[config.mk]
export PLATFORM = sky130hd
export DESIGN_NAME = fifo_param
export DESIGN_NICKNAME = d
export VERILOG_FILES = /design/src/rtl/fifo_pkg.sv /design/src/rtl/fifo_mem.sv /design/src/rtl/fifo_param.sv
export SDC_FILE = /design/constraint.sdc
export NUM_CORES = 1
export LEC_CHECK = 0
export ABC_AREA = 1
export BUFFER_PORTS_ARGS = -buffer_cell sky130_fd_sc_hd__buf_2
export CAP_MARGIN = 30
export CORE_MARGIN = 2
export CORE_UTILIZATION = 40
export DETAILED_ROUTE_END_ITERATION = 10
export SLEW_MARGIN = 20
export SYNTH_ARGS = -nofsm -noshare
export SYNTH_HDL_FRONTEND = slang
export SYNTH_HIERARCHICAL = 1
export SYNTH_SLANG_ARGS = --single-unit
[constraint.sdc]
create_clock -name clock -period 6.5 [get_ports clock]
set_clock_uncertainty 0.15 [all_clocks]
set_input_delay 0.65 -clock clock [delete_from_list [all_inputs] [get_ports clock]]
set_output_delay 0.65 -clock clock [all_outputs]
set_load 0.02 [all_outputs]
[src/rtl/fifo_pkg.sv]
// Shared types and sizing helpers for the parametrised FIFO.
package fifo_pkg;

    typedef enum logic {
        MODE_STD,
        MODE_FWFT
    } read_mode_t;

    function automatic int ptr_w(input int depth);
        return (depth > 1) ? $clog2(depth) : 1;
    endfunction

    function automatic int cnt_w(input int depth);
        return $clog2(depth) + 1;
    endfunction

    function automatic bit is_pow2(input int n);
        return (n >= 2) && ((n & (n - 1)) == 0);
    endfunction

endpackage

[src/rtl/fifo_mem.sv]
// FIFO storage: synchronous write port, asynchronous read port.
module fifo_mem
    import fifo_pkg::*;
#(
    parameter int DATA_WIDTH = 8,
    parameter int DEPTH      = 16,
    parameter int ADDR_W     = 4
) (
    input  logic                  i_clk,
    input  logic                  i_we,
    input  logic [ADDR_W-1:0]     i_waddr,
    input  logic [DATA_WIDTH-1:0] i_wdata,
    input  logic [ADDR_W-1:0]     i_raddr,
    output logic [DATA_WIDTH-1:0] o_rdata
);

    logic [DATA_WIDTH-1:0] r_mem [DEPTH];

    always_ff @(posedge i_clk) begin
        if (i_we) begin
            r_mem[i_waddr] <= i_wdata;
        end
    end

    assign o_rdata = r_mem[i_raddr];

endmodule

[src/rtl/fifo_param.sv]
// Single-clock FIFO with thresholds, occupancy count, flush,
// sticky error flags and optional first-word-fall-through read.
module fifo_param
    import fifo_pkg::*;
#(
    parameter int DATA_WIDTH    = 8,
    parameter int DEPTH         = 16,
    parameter int AFULL_THRESH  = DEPTH - 2,
    parameter int AEMPTY_THRESH = 2,
    parameter int FWFT          = 0
) (
    input  logic                     clock,
    input  logic                     reset,
    input  logic                     flush,
    input  logic                     err_clear,
    input  logic                     write_en,
    input  logic [DATA_WIDTH-1:0]    data_in,
    input  logic                     read_en,
    output logic [DATA_WIDTH-1:0]    data_outp,
    output logic                     fifo_full,
    output logic                     fifo_empty,
    output logic                     almost_full,
    output logic                     almost_empty,
    output logic [cnt_w(DEPTH)-1:0]  fill_count,
    output logic                     overflow,
    output logic                     underflow
);

    localparam int PTR_W = ptr_w(DEPTH);
    localparam int CNT_W = cnt_w(DEPTH);
    localparam read_mode_t MODE = (FWFT != 0) ? MODE_FWFT : MODE_STD;

    if (!is_pow2(DEPTH)) begin : g_bad_depth
        $error("fifo_param: DEPTH must be a power of 2 and >= 2");
    end
    if (AFULL_THRESH < 1 || AFULL_THRESH > DEPTH) begin : g_bad_afull
        $error("fifo_param: AFULL_THRESH out of range 1..DEPTH");
    end
    if (AEMPTY_THRESH < 0 || AEMPTY_THRESH > DEPTH - 1) begin : g_bad_aempty
        $error("fifo_param: AEMPTY_THRESH out of range 0..DEPTH-1");
    end
    if (DATA_WIDTH < 1) begin : g_bad_width
        $error("fifo_param: DATA_WIDTH must be >= 1");
    end

    logic [PTR_W-1:0]      r_wr_ptr;
    logic [PTR_W-1:0]      r_rd_ptr;
    logic [CNT_W-1:0]      r_count;
    logic [CNT_W-1:0]      w_cnt_nxt;
    logic                  r_full;
    logic                  r_empty;
    logic                  r_afull;
    logic                  r_aempty;
    logic                  r_ovf;
    logic                  r_udf;
    logic                  w_rd_acc;
    logic                  w_wr_acc;
    logic                  w_rd_go;
    logic                  w_wr_go;
    logic                  w_ovf_set;
    logic                  w_udf_set;
    logic [DATA_WIDTH-1:0] w_rd_data;

    assign w_rd_acc  = read_en & ~r_empty;
    assign w_wr_acc  = write_en & (~r_full | w_rd_acc);
    // flush overrides both ports and suppresses error reporting
    assign w_rd_go   = w_rd_acc & ~flush;
    assign w_wr_go   = w_wr_acc & ~flush;
    assign w_ovf_set = write_en & ~w_wr_acc & ~flush;
    assign w_udf_set = read_en & r_empty & ~flush;

    always_comb begin
        w_cnt_nxt = r_count;
        if (flush) begin
            w_cnt_nxt = '0;
        end else begin
            unique case ({w_wr_go, w_rd_go})
                2'b10:   w_cnt_nxt = r_count + CNT_W'(1);
                2'b01:   w_cnt_nxt = r_count - CNT_W'(1);
                default: w_cnt_nxt = r_count;
            endcase
        end
    end

    always_ff @(posedge clock or negedge reset) begin
        if (!reset) begin
            r_wr_ptr <= '0;
            r_rd_ptr <= '0;
            r_count  <= '0;
            r_full   <= 1'b0;
            r_empty  <= 1'b1;
            r_afull  <= 1'b0;
            r_aempty <= 1'b1;
            r_ovf    <= 1'b0;
            r_udf    <= 1'b0;
        end else begin
            if (flush) begin
                r_wr_ptr <= '0;
                r_rd_ptr <= '0;
            end else begin
                if (w_wr_go) r_wr_ptr <= r_wr_ptr + PTR_W'(1);
                if (w_rd_go) r_rd_ptr <= r_rd_ptr + PTR_W'(1);
            end
            r_count  <= w_cnt_nxt;
            r_full   <= (w_cnt_nxt == CNT_W'(DEPTH));
            r_empty  <= (w_cnt_nxt == '0);
            r_afull  <= (w_cnt_nxt >= CNT_W'(AFULL_THRESH));
            r_aempty <= (w_cnt_nxt <= CNT_W'(AEMPTY_THRESH));
            r_ovf    <= w_ovf_set | (r_ovf & ~err_clear);
            r_udf    <= w_udf_set | (r_udf & ~err_clear);
        end
    end

    fifo_mem #(
        .DATA_WIDTH (DATA_WIDTH),
        .DEPTH      (DEPTH),
        .ADDR_W     (PTR_W)
    ) u_mem (
        .i_clk   (clock),
        .i_we    (w_wr_go),
        .i_waddr (r_wr_ptr),
        .i_wdata (data_in),
        .i_raddr (r_rd_ptr),
        .o_rdata (w_rd_data)
    );

    if (MODE == MODE_STD) begin : g_std
        logic [DATA_WIDTH-1:0] r_dout;

        always_ff @(posedge clock or negedge reset) begin
            if (!reset) begin
                r_dout <= '0;
            end else if (w_rd_go) begin
                r_dout <= w_rd_data;
            end
        end

        assign data_outp = r_dout;
    end else begin : g_fwft
        assign data_outp = w_rd_data;
    end

    assign fifo_full    = r_full;
    assign fifo_empty   = r_empty;
    assign almost_full  = r_afull;
    assign almost_empty = r_aempty;
    assign fill_count   = r_count;
    assign overflow     = r_ovf;
    assign underflow    = r_udf;

endmodule

After elaboration in Yosys (flattened, before gate mapping)

Memories as Yosys holds them, arrays and structs flattened. A register that Yosys moved wholly into a read port is not among the register bits.
Index checks and enable logic that the tools add are counted.

Flip-flop bits (word level): 19
Bits in writable memories: 128
Input port bits: 14
Output and inout bits: 19
Logic and storage cells: 49
Memories: 1

Add/subtract/negate cells: 4
Order comparisons: 2
Equality and inequality tests: 3
Mux-type cells: 8
Bitwise logic cells: 18
Reduce and logical (&&, ||, !) cells: 4

Memory list:

| name        | words | bits a word | read ports | clocked after Yosys merged registers in | write ports | line           | text |
|---|---|---|---|---|---|---|---|
| u_mem.r_mem | 16    | 8           | 1          | 1                                       | 1           | fifo_mem.sv:17 | `logic [DATA_WIDTH-1:0] r_mem [DEPTH];` |

Operators with widths:

| operator              | count |
|---|---|
| $mux W4               | 4 |
| $and A1 B1 Y1         | 10 |
| $pmux W5 S2           | 1 |
| $add A4 B1 Y4 const B | 2 |
| $add A5 B1 Y5 const B | 1 |
| $eq A5 B5 Y1 const B  | 1 |
| $ge A5 B4 Y1 const B  | 1 |
| $le A5 B2 Y1 const B  | 1 |
| $logic_not A5 Y1      | 1 |
| $mux W5               | 1 |
| $not A1 Y1            | 5 |
| $sub A5 B1 Y5 const B | 1 |
| $reduce_bool A2 Y1    | 2 |
| $or A1 B1 Y1          | 3 |
| $eq A2 B1 Y1 const B  | 1 |
| $eq A2 B2 Y1 const B  | 1 |
| $mux W1               | 2 |
| $logic_not A1 Y1      | 1 |

Depth between registers and ports, before layout

Gate-level depths: netlist (run 1).

Depth after elaboration: 9
Gate-level depth with buffers: 20
Gate-level depth less buffers: 19

By module

Netlist (run 1), hierarchy kept.

Modules (own cells, without submodules):

| module     | times used | cells each | area each (um^2) | sequential area each (um^2) |
|---|---|---|---|---|
| fifo_mem   | 1          | 543        | 5,606.6          | 3,843.7 |
| fifo_param | 1          | 172        | 1,382.6          | 678.2 |

Worst setup path after synthesis (run 1)

OpenSTA, ideal clock, no wires.

Path kind: input -> register
From: input read_en
To: register r_empty (netlist: fifo_empty)
Setup time: 0.067 ns
Arrival time: 2.517 ns
Required time: 6.283 ns
Setup slack: 3.765 ns
Cell stages on the path: 15
Path buffers: 1
Cells stage by stage: nand2_1 > nand2_1 > nand2_1 > nor2_1 > inv_1 > ha_1 > buf_6 > nor2_1 > nor2_2 > ha_1 > o21ai_0 > o21ai_0 > inv_1 > nand3_1 > nor2_1

Longest elaborated chain between the ends: 8
Elaborated cells on any way between the ends: 10
Those cells by class: eq/ne: 2; mux: 2; bitwise: 5; reduce/logical: 1

RTL lines:

| element                                      | line              | text |
|---|---|---|
| from (decl)                                  | fifo_param.sv:18  | `input logic read_en,` |
| $and A1 B1 Y1 *                              | fifo_param.sv:64  | `assign w_rd_acc = read_en & ~r_empty;` |
| $or A1 B1 Y1 *                               | fifo_param.sv:65  | `assign w_wr_acc = write_en & (~r_full \| w_rd_acc);` |
| $and A1 B1 Y1 *                              | fifo_param.sv:65  |  |
| $and A1 B1 Y1 *                              | fifo_param.sv:68  | `assign w_wr_go = w_wr_acc & ~flush;` |
| via w_wr_go                                  | fifo_param.sv:59  | `logic w_wr_go;` |
| $eq A2 B1 Y1 or $eq A2 B2 Y1 (tied branches) | fifo_param.sv:77  | `unique case ({w_wr_go, w_rd_go})` |
| $pmux W5 S2 *                                | fifo_param.sv:77  |  |
| $mux W5 *                                    | fifo_param.sv:74  | `if (flush) begin` |
| $logic_not A5 Y1 *                           | fifo_param.sv:106 | `r_empty <= (w_cnt_nxt == '0);` |
| to (signal assigned)                         | fifo_param.sv:106 |  |
| to (decl)                                    | fifo_param.sv:51  | `logic r_empty;` |

Mark *: on every way through the listed nets, which the timed path passes. The rest lies on a longest branch.
A chain may end at the register's enable or synchronous reset.

Worst setup path after layout (run 1)

From: register r_empty (netlist: fifo_empty)
To: register r_empty (netlist: fifo_empty)

Longest elaborated chain between the ends: 9
Elaborated cells on any way between the ends: 11
Those cells by class: eq/ne: 2; mux: 2; bitwise: 6; reduce/logical: 1

RTL lines:

| element                                      | line |
|---|---|
| $not A1 Y1 *                                 | fifo_param.sv:64 |
| $and A1 B1 Y1 *                              | fifo_param.sv:64 |
| $or A1 B1 Y1 *                               | fifo_param.sv:65 |
| $and A1 B1 Y1 *                              | fifo_param.sv:65 |
| $and A1 B1 Y1 *                              | fifo_param.sv:68 |
| via w_wr_go                                  | fifo_param.sv:59 |
| $eq A2 B1 Y1 or $eq A2 B2 Y1 (tied branches) | fifo_param.sv:77 |
| $pmux W5 S2 *                                | fifo_param.sv:77 |
| $mux W5 *                                    | fifo_param.sv:74 |
| $logic_not A5 Y1 *                           | fifo_param.sv:106 |

Marked as above.

==> metrics.csv, run 1 <==
metric;value;unit
Max-Cap Viols;0;
CP max stage delay;0.39;ns
Worst-Skew Late Latency;0.43;ns
Setup WS pre-CTS;3.374;ns
CTS resizes;0;
cells after synthesis;715;
DRC violations left;0;
end of the worst register-to-register path;fifo_empty;
syn nets;733;
Antenna diodes;0;
largest area contributor in the netlist;edfxtp_1;
Root Buffer;clkbuf_16;
Relative slew margins;38.96;%
CP Launch Point;fifo_empty;
YS warnings;6;
vias per std cell;4.929;
Initial Utilization;40.69;%
Rows;48;
RSZ-0062 raised after global routing;false;
synth cell count leaders;224 x nand2_1, 128 x edfxtp_1, 123 x inv_1;
I/O Pins;33;
CTS Sinks;155;
final period utilization;43.88;%
Worst Hold Class;in -> async;
Synth top area share;54.99;%
antenna violations before repair;0;
final core utilization;46.12;%
antenna viol nets, final;0;
CTS tree;yes;
first-pass GRT wire length;24.34;mm
Core ar.;0.01718;mm²
worst-path fanout max;7;
Max clock buf depth;2;
gpl congestion;0.8384;
Layout area overhead;13.35;%
Via Count;4830;
crit path time final;2.853;ns
Fin Setup TNS;0;ns
drt wl/cell;15.99;µm
vias in the first global route;4567;
post-synthesis cell area;0.006989;mm²
GRT Util Overall;17.93;%
IR drop worst, VDD;0.2217;mV
Post-Route WL;15.67;mm
chip width;136.2;µm
endpoints failing hold;0;
fill count;1637;
die height;136.2;µm
crit-path most repeated cell;nand2_1;
hold_ws;0.09215;ns
Die ar.;0.01855;mm²
Slowest-stage cell, CP;dfstp_2;
max-slew violations;0;
CP Capture Type;flop;
Worst Tran Pin Value;0.9122;ns
Lkg Pwr;0.003515;µW
reg-to-reg critical path startpoint;fifo_empty;
Synth area leaders;edfxtp_1 55%, nand2_1 12%, dfrtp_1 9.0%;
R2R depth;16;
layout cell share with drive strength beyond 1;11.26;%
Worst EP required;6.71;ns
initial DRC count;310;
most numerous cell in the Yosys netlist;nand2_1;
PwrDens;348.6;mW/mm²
Post-synth EDFFs;128;
post-DP HPWL;9.851;mm
WS Path Type;reg -> reg;
Synth Register Bits;155;
drt first pass iters;5;
worst-path cell chain;inv_2, nand2_1, nand2_1, nand2_1, nor2_1, inv_1, ha_1, nand2_1, inv_1, nor2_2, ha_1, o21ai_0, o21ai_0, inv_1, nand3_1, nor2_1;
distinct cell type count after synthesis;31;
startpoint types;flop;
final setup violation count;0;
top_reg_cell synth;edfxtp_1;
TritonCTS Buffers;17;
CP arrival;3.06;ns
worst reg-to-reg setup slack;3.65;ns
setup bufs post-CTS;0;
achievable frequency;350.6;MHz
Congestion Overflow GR;0;
pin count of the biggest net entering global routing;68;
H-tree lvl count;4;
clock-pin slew on the worst setup and hold paths;0.06;ns
cts hold-fix bufs;0;
min setup slack post-route;3.647;ns
ys async rst share;17.42;%
outcome;finished, final reports clean;
syn avg cell area;9.775;µm²
Final nets;760;
sequential area share after synthesis;64.70;%
Port-buffer cells;32;
## per-layer routing
| layer | GRT usage [%] | vias up | wire (µm) |
|---|---|---|---|
| met5 | 0 | - | 0 |
| met1 | 22.93 | 2331 | 6902 |
| li1 | - | 2337 | - |
| met3 | 3.729 | 27 | 745 |
| met2 | 29.87 | 135 | 7671 |
| met4 | 7.118 | 0 | 353 |
## sequential cells by signal, summed over array words and instances, names as in the netlist
name and flops:
almost_full 1, fifo_empty 1, u_mem/r_mem 128, underflow 1
data_outp 8, overflow 1, fill_count 5, r_rd_ptr 4
fifo_full 1, almost_empty 1, r_wr_ptr 4
## worst max-delay path by stage
| stage | endpoint |
|---|---|
| finish | fifo_empty |
| global route | fifo_full |
| CTS | fifo_empty |
| detailed placement | fifo_empty |
| global placement | fifo_empty |
| floorplan | fifo_empty |
## layout make-up
type	instances	area [µm²]	share of cell area [%]
tap	225	281.5	3.553
sequential	155	4523	57.09
clock buffer	17	425.4	5.370
inverter	129	484.2	6.112
multi-input combinational	404	1790	22.60
clock inverter	15	222.7	2.811
timing repair buffer	35	195.2	2.464
## layout by cell type, fill, tap and decap left out, types with 5 or more instances in the layout
cell type / n
nand2_1: 224
edfxtp_1: 128
inv_1: 123
nand3_1: 109
buf_2: 32
nor2_1: 31
dfrtp_1: 24
clkbuf_16: 17
o21ai_0: 8
inv_2: 6
nor2_2: 5
a21oi_1: 5
bufinv_16: 5
## cells by family (layout without fill, tap and decap cells)
group / count (synthesis) / count (layout) / synth area share, %
buf+inv: 156 / 196 / 9.685
flops: 155 / 155 / 64.70
compound gates: 18 / 18 / 1.486
fa+ha+maj: 4 / 4 / 0.7161
simple gates: 379 / 379 / 23.04
xor+xnor: 3 / 3 / 0.3760
## worst max-delay path: cells and delay by family, from the launching register on
| family | cells | cell delay (ns) |
|---|---|---|
| DFF | 1 | 0.39 |
| AOI/OAI and AO/OA | 2 | 0.33 |
| buffers and inverters | 4 | 0.25 |
| adders and majority gates | 2 | 0.56 |
| and+or+nand+nor | 8 | 1.10 |
## where the power goes
part           total, µW  internal (µW)  switching [µW]
Clock               1070            681             391
Sequential          1170           1140            36.7
Combinational        516            150             366
## per-stage QoR
stage,cells,area (µm²),power [µW]
6_report,980,7923,2762
2_1_floorplan,715,6989,1550
4_1_cts,980,7923,2780
3_3_place_gp,947,7254,1692
3_5_place_dp,948,7274,1711
5_1_grt,980,7923,2889
Note: power is estimated with default switching activity, not from simulation.
==> inputs of run 2 (changes only) <==
==> constraint.sdc (replaced) <==
create_clock -name clock -period 2.6 [get_ports clock]
set_clock_uncertainty 0.15 [all_clocks]
set_input_delay 0.26 -clock clock [delete_from_list [all_inputs] [get_ports clock]]
set_output_delay 0.26 -clock clock [all_outputs]
set_load 0.02 [all_outputs]
==> metrics.csv, run 2 (synthesis gave the netlist of run 1 again) <==
metric;value;unit
outcome;finished, final reports clean;
worst-path cell chain;inv_2, nand2_2, nand2_2, nand2_1, nor2_2, inv_1, ha_1, nor2_1, nor2_2, ha_1, inv_1, nand2_1, nand2_1, nand2_1, nand2_1, nand2_1, nand3_1, nor2_1;
crit-path most repeated cell;nand2_1;
register area;0.004523;mm²
initial DRC count;327;
commonest cells after routing, fill and taps aside;221 x nand2_1, 128 x edfxtp_1, 123 x inv_1;
Root Buffer;clkbuf_16;
setup bufs post-CTS;0;
vias in the first global route;4730;
critical path's top delay family;simple AND/OR/NAND/NOR gates;
clock power share;36.2;%
Relative slew margins;48.52;%
design area;0.008046;mm²
chip width;136.2;µm
WS Path Type;reg -> reg;
Post-Place Cell Area;0.007410;mm²
final setup violation count;0;
H-tree lvl count;4;
reg-to-reg critical path startpoint;fifo_empty;
CP max stage delay;0.55;ns
Port-buffer cells;32;
layout cell share with drive strength beyond 1;13.51;%
clock-pin slew on the worst setup and hold paths;0.06;ns
die height;136.2;µm
antenna viol nets, final;0;
Via Count;4862;
CTS Sinks;155;
IR drop worst, VDD;0.4972;mV
Crit path buffers/inverters;3;
Die ar.;0.01855;mm²
antenna violations before repair;0;
Overall Power;6640;µW
final period utilization;94.82;%
combinational share of power;19.6;%
Worst Tran Pin Value;0.7694;ns
Layout area overhead;15.13;%
fill count;1661;
NetSw;1995;µW
post-DP HPWL;9.930;mm
CP arrival;2.67;ns
Rows;48;
startpoint types;flop;
crit path time final;2.465;ns
cell internal pwr;4645;µW
Antenna diodes;0;
I/O Pins;33;
Lkg Pwr;0.003612;µW
worst hold path depth;3;
CP Launch Point;fifo_empty;
worst-path fanout max;4;
Worst EP required;2.81;ns
CP Capture Type;flop;
Congestion Overflow GR;0;
vias per std cell;4.852;
Final nets;783;
drt first pass iters;5;
Core ar.;0.01718;mm²
achievable frequency;405.6;MHz
CTS tree;yes;
pin count of the biggest net entering global routing;65;
commonest non-fill, non-tap cell in the layout;nand2_1;
multi-input logic area;0.001805;mm²
TritonCTS Buffers;17;
Worst Hold Class;in -> reg;
Most flops, register;u_mem/r_mem;
Slowest-stage cell, CP;dfstp_2;
Max-Cap Viols;0;
Initial Utilization;40.69;%
Largest register FFs;128;
Seq pwr share;44.2;%
Post-Route WL;15.48;mm
Fin Setup TNS;0;ns
gpl congestion;0.8028;
Worst Setup EP;fifo_empty;
DRC violations left;0;
end of the worst register-to-register path;fifo_empty;
drt wl/cell;15.45;µm
R2R depth;18;
endpoints failing hold;0;
Max clock buf depth;2;
Levels on crit path;18;
Worst-Skew Late Latency;0.43;ns
worst reg-to-reg setup slack;0.13;ns
first-pass GRT wire length;24.52;mm
RSZ-0062 raised after global routing;false;
max-slew violations;0;
PwrDens;825.3;mW/mm²
switching share of power;30.04;%
GRT Util Overall;17.90;%
==> run 2: area by class of cell <==
| type | instances | share of cell area, % |
|---|---|---|
| sequential | 155 | 56.21 |
| multi-input combinational | 404 | 22.44 |
| inverter | 129 | 6.018 |
| clock buffer | 17 | 5.287 |
| timing repair buffer | 58 | 4.727 |
| tap | 225 | 3.499 |
| clock inverter | 14 | 1.819 |
==> run 2: per-layer routing <==
metal  global-route usage, %  share of wire [%]
met5                       0                  0
met4                   7.407                2.4
met3                   3.505                3.7
met2                   29.87                 49
met1                   22.87                 45
==> run 2: worst min path at each step <==
stage	start	endpoint	slack, ns
detailed placement	reset	data_outp[1]	0.16
global placement	reset	data_outp[1]	0.14
floorplan	reset	almost_full	-0.19
finish	write_en	overflow	0.02
CTS	write_en	overflow	0.003
global route	write_en	overflow	0.02
==> run 2: power by group through the flow <==
stage	registers [µW]	clock network, µW	logic (µW)
2_1_floorplan	3110	0	762
3_3_place_gp	2990	0	1260
3_5_place_dp	2990	0	1290
4_1_cts	2940	2440	1300
5_1_grt	2950	2560	1440
6_report	2940	2400	1300
==> run 2: tightest hold or removal path, stage by stage <==
cell	delay, ns
buf_2	0.14
nand2_4	0.07
o22ai_1	0.07
==> run 2: repair_timing <==
item                                    in CTS  in global routing
endpoints found under the setup margin       0                  5
resized for setup                            0                  6
hold endpoints to repair                    28                  0
hold buffers                                 5                  0
==> run 2: per-stage QoR <==
step	hold WS, ns	setup slack, ns	utilization, %	std cells
floorplan	-0.1856	0.06027	-	715
global placement	0.1406	0.1414	43.14	966
detailed placement	0.1572	0.08497	43.14	966
CTS	0.003390	0.06506	46.76	1002
global route	0.01747	0.01409	46.85	1002
finish	0.01816	0.1346	46.85	1002
